## src/rtl/atm_pkg.sv

```systemverilog
// Shared types for the cash dispenser: denomination codes, note values,
// response codes and FSM state encoding.
package atm_pkg;

    localparam int PLAN_W = 6;

    typedef enum logic [1:0] {
        DENOM_10  = 2'd0,
        DENOM_50  = 2'd1,
        DENOM_100 = 2'd2,
        DENOM_200 = 2'd3
    } denom_t;

    typedef enum logic [1:0] {
        ST_IDLE,
        ST_PLAN,
        ST_DISPENSE,
        ST_RESP
    } state_t;

    localparam logic [1:0] RSP_OK        = 2'd0;
    localparam logic [1:0] RSP_CANT_MAKE = 2'd1;
    localparam logic [1:0] RSP_TOO_MANY  = 2'd2;

    function automatic logic [15:0] denom_value(input denom_t d);
        case (d)
            DENOM_10:  return 16'd10;
            DENOM_50:  return 16'd50;
            DENOM_100: return 16'd100;
            default:   return 16'd200;
        endcase
    endfunction

    // Highest denomination that still has notes planned; DENOM_10 if none.
    function automatic denom_t top_denom(input logic [3:0][PLAN_W-1:0] p);
        denom_t d;
        d = DENOM_10;
        for (int i = 0; i < 4; i++) begin
            if (p[i] != '0) d = denom_t'(2'(i));
        end
        return d;
    endfunction

endpackage

```

## src/rtl/cash_dispenser_if.sv

```systemverilog
// Request / note-feeder / response handshake bundle of the cash dispenser.
interface cash_dispenser_if;
    logic        req_valid;
    logic [15:0] req_amount;
    logic        req_ready;
    logic        note_valid;
    logic [1:0]  note_denom;
    logic        note_ready;
    logic        rsp_valid;
    logic [1:0]  rsp_code;

    modport master (
        output req_valid, req_amount, note_ready,
        input  req_ready, note_valid, note_denom, rsp_valid, rsp_code
    );

    modport slave (
        input  req_valid, req_amount, note_ready,
        output req_ready, note_valid, note_denom, rsp_valid, rsp_code
    );
endinterface

```

## src/rtl/cash_dispenser_note_planner.sv

```systemverilog
// Combinational greedy pick: largest denomination that fits the remaining
// amount and still has stock beyond what is already planned.
module note_planner
    import atm_pkg::*;
#(
    parameter int STOCK_W = 10
) (
    input  logic [15:0]              rem,
    input  logic [3:0][PLAN_W-1:0]   plan,
    input  logic [3:0][STOCK_W-1:0]  stock,
    output logic                     found,
    output denom_t                   denom
);

    always_comb begin
        found = 1'b0;
        denom = DENOM_10;
        for (int i = 3; i >= 0; i--) begin
            if (!found && rem >= denom_value(denom_t'(2'(i))) &&
                32'(plan[i]) < 32'(stock[i])) begin
                found = 1'b1;
                denom = denom_t'(2'(i));
            end
        end
    end

endmodule

```

## src/rtl/cash_dispenser.sv

```systemverilog
// Cash dispenser: plans a greedy note breakdown, then feeds notes one by one.
// Optional cassette refill port enabled by defining CASH_REFILL_EN.
//
// state       | meaning
// ST_IDLE     | ready for a withdrawal request (and refills)
// ST_PLAN     | one greedy planning step per cycle
// ST_DISPENSE | offering planned notes, highest denomination first
// ST_RESP     | one-cycle completion pulse with response code
module cash_dispenser
    import atm_pkg::*;
#(
    parameter int STOCK_W        = 10,
    parameter int STOCK_INIT_10  = 20,
    parameter int STOCK_INIT_50  = 10,
    parameter int STOCK_INIT_100 = 10,
    parameter int STOCK_INIT_200 = 10,
    parameter int MAX_NOTES      = 40
) (
    input  logic                clk,
    input  logic                rst,
`ifdef CASH_REFILL_EN
    input  logic                refill_valid,
    input  logic [1:0]          refill_denom,
    input  logic [STOCK_W-1:0]  refill_count,
`endif
    cash_dispenser_if.slave     bus,
    output logic [STOCK_W-1:0]  stock_10,
    output logic [STOCK_W-1:0]  stock_50,
    output logic [STOCK_W-1:0]  stock_100,
    output logic [STOCK_W-1:0]  stock_200
);

    state_t                     state;
    logic [15:0]                rem;
    logic [3:0][PLAN_W-1:0]     plan;
    logic [3:0][PLAN_W-1:0]     plan_after;
    logic [3:0][STOCK_W-1:0]    stock;
    logic [PLAN_W-1:0]          plan_total;
    logic                       req_ready_q;
    logic                       note_valid_q;
    logic [1:0]                 note_denom_q;
    logic                       rsp_valid_q;
    logic [1:0]                 rsp_code_q;
    logic                       pick_found;
    denom_t                     pick_denom;

    logic                       refill_go;
    logic [1:0]                 refill_den;
    logic [STOCK_W-1:0]         refill_cnt;
    logic [STOCK_W:0]           refill_sum;
    logic [STOCK_W-1:0]         refill_sat;

`ifdef CASH_REFILL_EN
    assign refill_go  = refill_valid;
    assign refill_den = refill_denom;
    assign refill_cnt = refill_count;
`else
    assign refill_go  = 1'b0;
    assign refill_den = 2'd0;
    assign refill_cnt = '0;
`endif

    assign refill_sum = {1'b0, stock[refill_den]} + {1'b0, refill_cnt};
    assign refill_sat = refill_sum[STOCK_W] ? '1 : refill_sum[STOCK_W-1:0];

    assign plan_total = plan[0] + plan[1] + plan[2] + plan[3];

    // Plan as it will look after the currently offered note is taken.
    always_comb begin
        plan_after = plan;
        plan_after[note_denom_q] = plan[note_denom_q] - PLAN_W'(1);
    end

    note_planner #(.STOCK_W(STOCK_W)) u_planner (
        .rem   (rem),
        .plan  (plan),
        .stock (stock),
        .found (pick_found),
        .denom (pick_denom)
    );

    always_ff @(posedge clk or negedge rst) begin
        if (!rst) begin
            state        <= ST_IDLE;
            rem          <= '0;
            plan         <= '0;
            stock[0]     <= STOCK_W'(STOCK_INIT_10);
            stock[1]     <= STOCK_W'(STOCK_INIT_50);
            stock[2]     <= STOCK_W'(STOCK_INIT_100);
            stock[3]     <= STOCK_W'(STOCK_INIT_200);
            req_ready_q  <= 1'b1;
            note_valid_q <= 1'b0;
            note_denom_q <= 2'd0;
            rsp_valid_q  <= 1'b0;
            rsp_code_q   <= RSP_OK;
        end else begin
            case (state)
                ST_IDLE: begin
                    if (bus.req_valid) begin
                        rem         <= bus.req_amount;
                        plan        <= '0;
                        req_ready_q <= 1'b0;
                        state       <= ST_PLAN;
                    end
                    if (refill_go) stock[refill_den] <= refill_sat;
                end
                ST_PLAN: begin
                    if (pick_found && int'(plan_total) < MAX_NOTES) begin
                        rem              <= rem - denom_value(pick_denom);
                        plan[pick_denom] <= plan[pick_denom] + PLAN_W'(1);
                    end else if (rem == '0 && plan_total == '0) begin
                        rsp_valid_q <= 1'b1;
                        rsp_code_q  <= RSP_OK;
                        state       <= ST_RESP;
                    end else if (rem == '0) begin
                        note_valid_q <= 1'b1;
                        note_denom_q <= top_denom(plan);
                        state        <= ST_DISPENSE;
                    end else if (int'(plan_total) == MAX_NOTES) begin
                        rsp_valid_q <= 1'b1;
                        rsp_code_q  <= RSP_TOO_MANY;
                        state       <= ST_RESP;
                    end else begin
                        rsp_valid_q <= 1'b1;
                        rsp_code_q  <= RSP_CANT_MAKE;
                        state       <= ST_RESP;
                    end
                end
                ST_DISPENSE: begin
                    if (bus.note_ready) begin
                        plan[note_denom_q]  <= plan_after[note_denom_q];
                        stock[note_denom_q] <= stock[note_denom_q] - STOCK_W'(1);
                        if (plan_after != '0) begin
                            note_denom_q <= top_denom(plan_after);
                        end else begin
                            note_valid_q <= 1'b0;
                            rsp_valid_q  <= 1'b1;
                            rsp_code_q   <= RSP_OK;
                            state        <= ST_RESP;
                        end
                    end
                end
                ST_RESP: begin
                    rsp_valid_q <= 1'b0;
                    req_ready_q <= 1'b1;
                    state       <= ST_IDLE;
                end
                default: state <= ST_IDLE;
            endcase
        end
    end

    assign bus.req_ready  = req_ready_q;
    assign bus.note_valid = note_valid_q;
    assign bus.note_denom = note_denom_q;
    assign bus.rsp_valid  = rsp_valid_q;
    assign bus.rsp_code   = rsp_code_q;

    assign stock_10  = stock[0];
    assign stock_50  = stock[1];
    assign stock_100 = stock[2];
    assign stock_200 = stock[3];

endmodule

```

## src/flat_wrapper.sv

```systemverilog
// flat-port wrapper written by rule: the top's interface ports become plain ports
module cash_dispenser_flat import atm_pkg::*;
#(
    parameter int STOCK_W        = 10,
    parameter int STOCK_INIT_10  = 20,
    parameter int STOCK_INIT_50  = 10,
    parameter int STOCK_INIT_100 = 10,
    parameter int STOCK_INIT_200 = 10,
    parameter int MAX_NOTES      = 40
)
  (clk, rst, stock_10, stock_50, stock_100, stock_200, bus_req_valid, bus_req_amount, bus_note_ready, bus_req_ready, bus_note_valid, bus_note_denom, bus_rsp_valid, bus_rsp_code);
  cash_dispenser_if bus_i ();
  input  logic clk;
  input  logic rst;
  output logic [STOCK_W-1:0] stock_10;
  output logic [STOCK_W-1:0] stock_50;
  output logic [STOCK_W-1:0] stock_100;
  output logic [STOCK_W-1:0] stock_200;
  input wire logic [$bits(bus_i.req_valid)-1:0] bus_req_valid;
  input wire logic [$bits(bus_i.req_amount)-1:0] bus_req_amount;
  input wire logic [$bits(bus_i.note_ready)-1:0] bus_note_ready;
  output wire logic [$bits(bus_i.req_ready)-1:0] bus_req_ready;
  output wire logic [$bits(bus_i.note_valid)-1:0] bus_note_valid;
  output wire logic [$bits(bus_i.note_denom)-1:0] bus_note_denom;
  output wire logic [$bits(bus_i.rsp_valid)-1:0] bus_rsp_valid;
  output wire logic [$bits(bus_i.rsp_code)-1:0] bus_rsp_code;
  assign bus_i.req_valid = bus_req_valid;
  assign bus_i.req_amount = bus_req_amount;
  assign bus_i.note_ready = bus_note_ready;
  assign bus_req_ready = bus_i.req_ready;
  assign bus_note_valid = bus_i.note_valid;
  assign bus_note_denom = bus_i.note_denom;
  assign bus_rsp_valid = bus_i.rsp_valid;
  assign bus_rsp_code = bus_i.rsp_code;
  cash_dispenser #(.STOCK_W(STOCK_W), .STOCK_INIT_10(STOCK_INIT_10), .STOCK_INIT_50(STOCK_INIT_50), .STOCK_INIT_100(STOCK_INIT_100), .STOCK_INIT_200(STOCK_INIT_200), .MAX_NOTES(MAX_NOTES)) u_core (.clk(clk), .rst(rst), .bus(bus_i), .stock_10(stock_10), .stock_50(stock_50), .stock_100(stock_100), .stock_200(stock_200));
endmodule
```

## config.mk

```make
export PLATFORM = sky130hd
export DESIGN_NAME = cash_dispenser_flat
export DESIGN_NICKNAME = d
export VERILOG_FILES = /design/src/rtl/atm_pkg.sv /design/src/rtl/cash_dispenser_if.sv /design/src/rtl/cash_dispenser_note_planner.sv /design/src/rtl/cash_dispenser.sv /design/src/flat_wrapper.sv
export SDC_FILE = /design/constraint.sdc
export NUM_CORES = 1
export LEC_CHECK = 0
export ABC_CLOCK_PERIOD_IN_PS = 4300
export CORE_AREA = 3 3 140 142
export DETAILED_ROUTE_END_ITERATION = 6
export DIE_AREA = 0 0 143 145
export PLACE_DENSITY = 0.66
export SYNTH_ARGS = -nofsm -noshare
export SYNTH_HDL_FRONTEND = slang
export SYNTH_HIERARCHICAL = 1
export SYNTH_SLANG_ARGS = --single-unit
```

## constraint.sdc

```tcl
create_clock -name clk -period 4.3 [get_ports clk]
set_clock_uncertainty 0.05 [all_clocks]
set_input_delay 0.43 -clock clk [delete_from_list [all_inputs] [get_ports clk]]
set_output_delay 0.43 -clock clk [all_outputs]
set_load 0.005 [all_outputs]
```

==> out/results.tsv <==
stage	metric	value	unit
clocking	cts.htree.levels	3	
critical_path	critPathArrivalTime	4330	ps
sta	fin_setup_tns	0	ps
power	ir_worst_vdd	435	uV
clocking	cts_root_buf	clkbuf_16	
synthesis	synth_area_leaders	dfrtp_1, ha_1, mux4_2	
detailed_routing	routedWlPerCell	19.2	microns
finish	antenna_cells	0	
clocking	clkTransAtPathRegs	70	ps
critical_path	r2r_slack	140	ps
detailed_routing	vias	6722	
worst_hold_path	hp-class	input pin to asynchronous set/reset pin	
global_route	grt_pass1_wl	36.0	mm
global_route	grt_pass1_vias	6486	
sta	max_freq	240	MHz
die	dieHeight	145	microns
critical_path	start_kind	flip-flop	
sta	post-route-period-util	96.7	%
synthesis	syn_avg_cell_area	8.65	sq um
detailed_routing	route.detailed.drc	0	
die	floorplan.initialDensity	39.5	%
power	leakage	3.68	nW
power	net-switching-power	0.00427	W
critical_path	path_class	flip-flop to flip-flop	
synthesis	ys_types	81	
finish	final_cell_count_no_fill	1161	
run_status	status	finished clean	
detailed_routing	avgViaCountPerCell	5.79	
power	power_density	962	nW/um^2
placement	numPortBuffers	66	
job	cap_violations	0	
sta	finalHoldViolations	0	
finish	layout_common_cells	nand2_1, o21ai_0, dfrtp_1, clkdlybuf4s50_1, inv_1	
die	core	18600	sq um
global_route	grt_max_degree	54	
die	fp.dieW	143	microns
finish	nNetsFinal	997	
die	io_pins	67	
critical_path	cp_data_required_time	4470	ps
clocking	clk_latency	350	ps
sta	tightest_slew	877	ps
sta	hold_ws	74.9	ps
clocking	cts_max_path_buffers	2	
critical_path	crit_fanout	6	
synthesis	async_flop_share	100	%
finish	multi_input_area	4730	sq um
clocking	cts_buffers	9	
synthesis	ys.warnings.count	6	
placement	gp_congestion	0.938	
sta	max_slew_margin	41.3	%
finish	syn2layout_area_growth	20.6	%
detailed_routing	drt-initial-drc-count	661	
power	clkPwrFrac	9.8	%
placement	dpl.hpwl	16.4	mm
sta	finalSetupViolations	0	
sta	final_max_slew_viol_count	0	
global_route	antenna_found_initial	0	
finish	seqCellArea	2240	sq um
placement	dp_cells	1144	
die	die_area	20700	sq um
detailed_routing	wirelength	22.2	mm
detailed_routing	ant_nets	0	
finish	drive_gt1_share	15.4	%
synthesis	yosysTopAreaCell	dfrtp_1	
synthesis	synth_edf_count	0	
sta	fin_crit	4160	ps
critical_path	setup.worst_path.end_class	flip-flop	
clocking	cts_tree	built	
global_route	grtUsageTotal	21.7	%
synthesis	syn_nets	923	
synthesis	syn_area	7340	sq um
power	p_seq_share	19.3	%
synthesis	ys_seq_area_share	30.5	%
die	floorplan.rows	50	
finish	final_common_cell	nand2_1	
clocking	cts_sinks	89	
finish	n_fill_cell	1749	
global_route	globalRouteOverflowTotal	0	
detailed_routing	first_pass_iters	5	
synthesis	ys_ff_latch	89	
synthesis	synth_top_cell_area_share	27.3	%
synthesis	synthCells	848	
synthesis	synthFlopType	dfrtp_1	
power	switching_share	50.2	%
power	p_comb_share	70.9	%
power	intPower	0.00424	W
==> logic make-up (layout without fill, tap and decap cells) <==
logic type	count (synthesis)	in the layout	synth area share, %
simple gates	275	275	18.7
compound gates	243	243	20.8
buf+inv	114	193	6.22
flops	89	89	30.5
fa+ha+maj	55	55	10.5
mux	37	37	8.93
xor+xnor	35	35	4.38
==> synthesized netlist by cell type, types with 13 or more instances <==
cell type and count:
ha_1 44, dfrtp_1 80, a211oi_1 13, a21oi_1 58, nand3_1 21, o21ai_0 87
nor3_1 21, xnor2_1 20, mux4_2 21, o31ai_1 15, nor2_1 52, xor2_1 14
nand2_1 101, inv_1 57, buf_2 14, clkbuf_1 36
==> through the flow <==
step           cell area (sq um)  setup slack, ps  power [W]  utilization, %
2_1_floorplan               7390           0.0537    0.00538               -
3_3_place_gp                8470             91.4    0.00738            45.6
3_5_place_dp                8470            -8.56    0.00743            45.6
4_1_cts                     8780             2.18    0.00832            47.2
5_1_grt                     8850            -10.5    0.00922            47.6
6_report                    8850              141    0.00852            47.6
==> power by group through the flow <==
| stage | registers, W | clock network (W) | logic, W |
|---|---|---|---|
| final | 0.00164 | 0.000834 | 0.00604 |
| after global placement | 0.00166 | 0 | 0.00572 |
| after CTS | 0.00165 | 0.000853 | 0.00582 |
| after floorplan | 0.00159 | 0 | 0.00378 |
| after detailed placement | 0.00166 | 0 | 0.00577 |
| after global routing | 0.00170 | 0.000896 | 0.00662 |
==> flip-flops by register name, summed over array words and instances (netlist names) <==
| name | count |
|---|---|
| u_core/stock_50 | 10 |
| u_core/plan | 24 |
| u_core/rem | 16 |
| u_core/stock_10 | 10 |
| u_core/stock_100 | 10 |
| u_core/bus.note_valid | 1 |
| u_core/stock_200 | 10 |
| u_core/bus.note_denom | 2 |
| u_core/bus.rsp_code | 2 |
| u_core/state | 2 |
| u_core/bus.req_ready | 1 |
| u_core/bus.rsp_valid | 1 |
==> final timing paths <==
check	from	endpoint	depth (start not counted)
worst max-delay path	u_core/stock_200[1]	u_core/rem[11]	20
worst min-delay path	rst	u_core/stock_50[2]	1
worst max register to register	u_core/stock_200[1]	u_core/rem[11]	20
worst min register to register	u_core/bus.rsp_code[1]	u_core/bus.rsp_code[1]	1
max in group asynchronous	rst	u_core/plan[16]	2
min in group clk	u_core/bus.rsp_code[1]	u_core/bus.rsp_code[1]	1
==> metal layers <==
layer	global-route usage, %	vias to the layer above	routed length (microns)
met1	30.8	3244	9830
met3	3.39	32	1350
li1	-	3208	-
met4	6.13	0	476
met2	34.3	238	10600
met5	0	-	0
==> layout make-up <==
| class | instances | share of cell area [%] |
|---|---|---|
| clock buffers | 10 | 2.59 |
| repair buffers | 119 | 12.1 |
| well taps | 234 | 3.31 |
| clock inverters | 6 | 0.862 |
| inverters | 58 | 2.46 |
| flip-flops and latches | 89 | 25.3 |
| multi-input cells | 645 | 53.4 |
==> worst max-delay path, cell delays in order (launching register included) <==
cell and delay [ps]:
dfstp_2 570, inv_1 50, ha_1 280, a211oi_2 240, buf_4 160, nor3_2 40, nor3_2 260, o21bai_4 180
inv_2 50, ha_2 180, or2_2 300, ha_2 190, fa_2 350, nor2b_2 150, o21ai_2 80, a21oi_2 150
o21a_1 180, o21ai_4 90, and2_4 170, a32oi_1 190, o21ai_0 100
==> timing repair <==
action | 4_1_cts | 5_1_grt
resized for setup | 2 | 22
buffers inserted | 0 | 1
setup endpoints to repair | 2 | 46
pin swaps | 0 | 7
hold endpoints to repair | 0 | 0
hold buffers | 0 | 0
No activity file was read; power rests on OpenSTA's default activity.
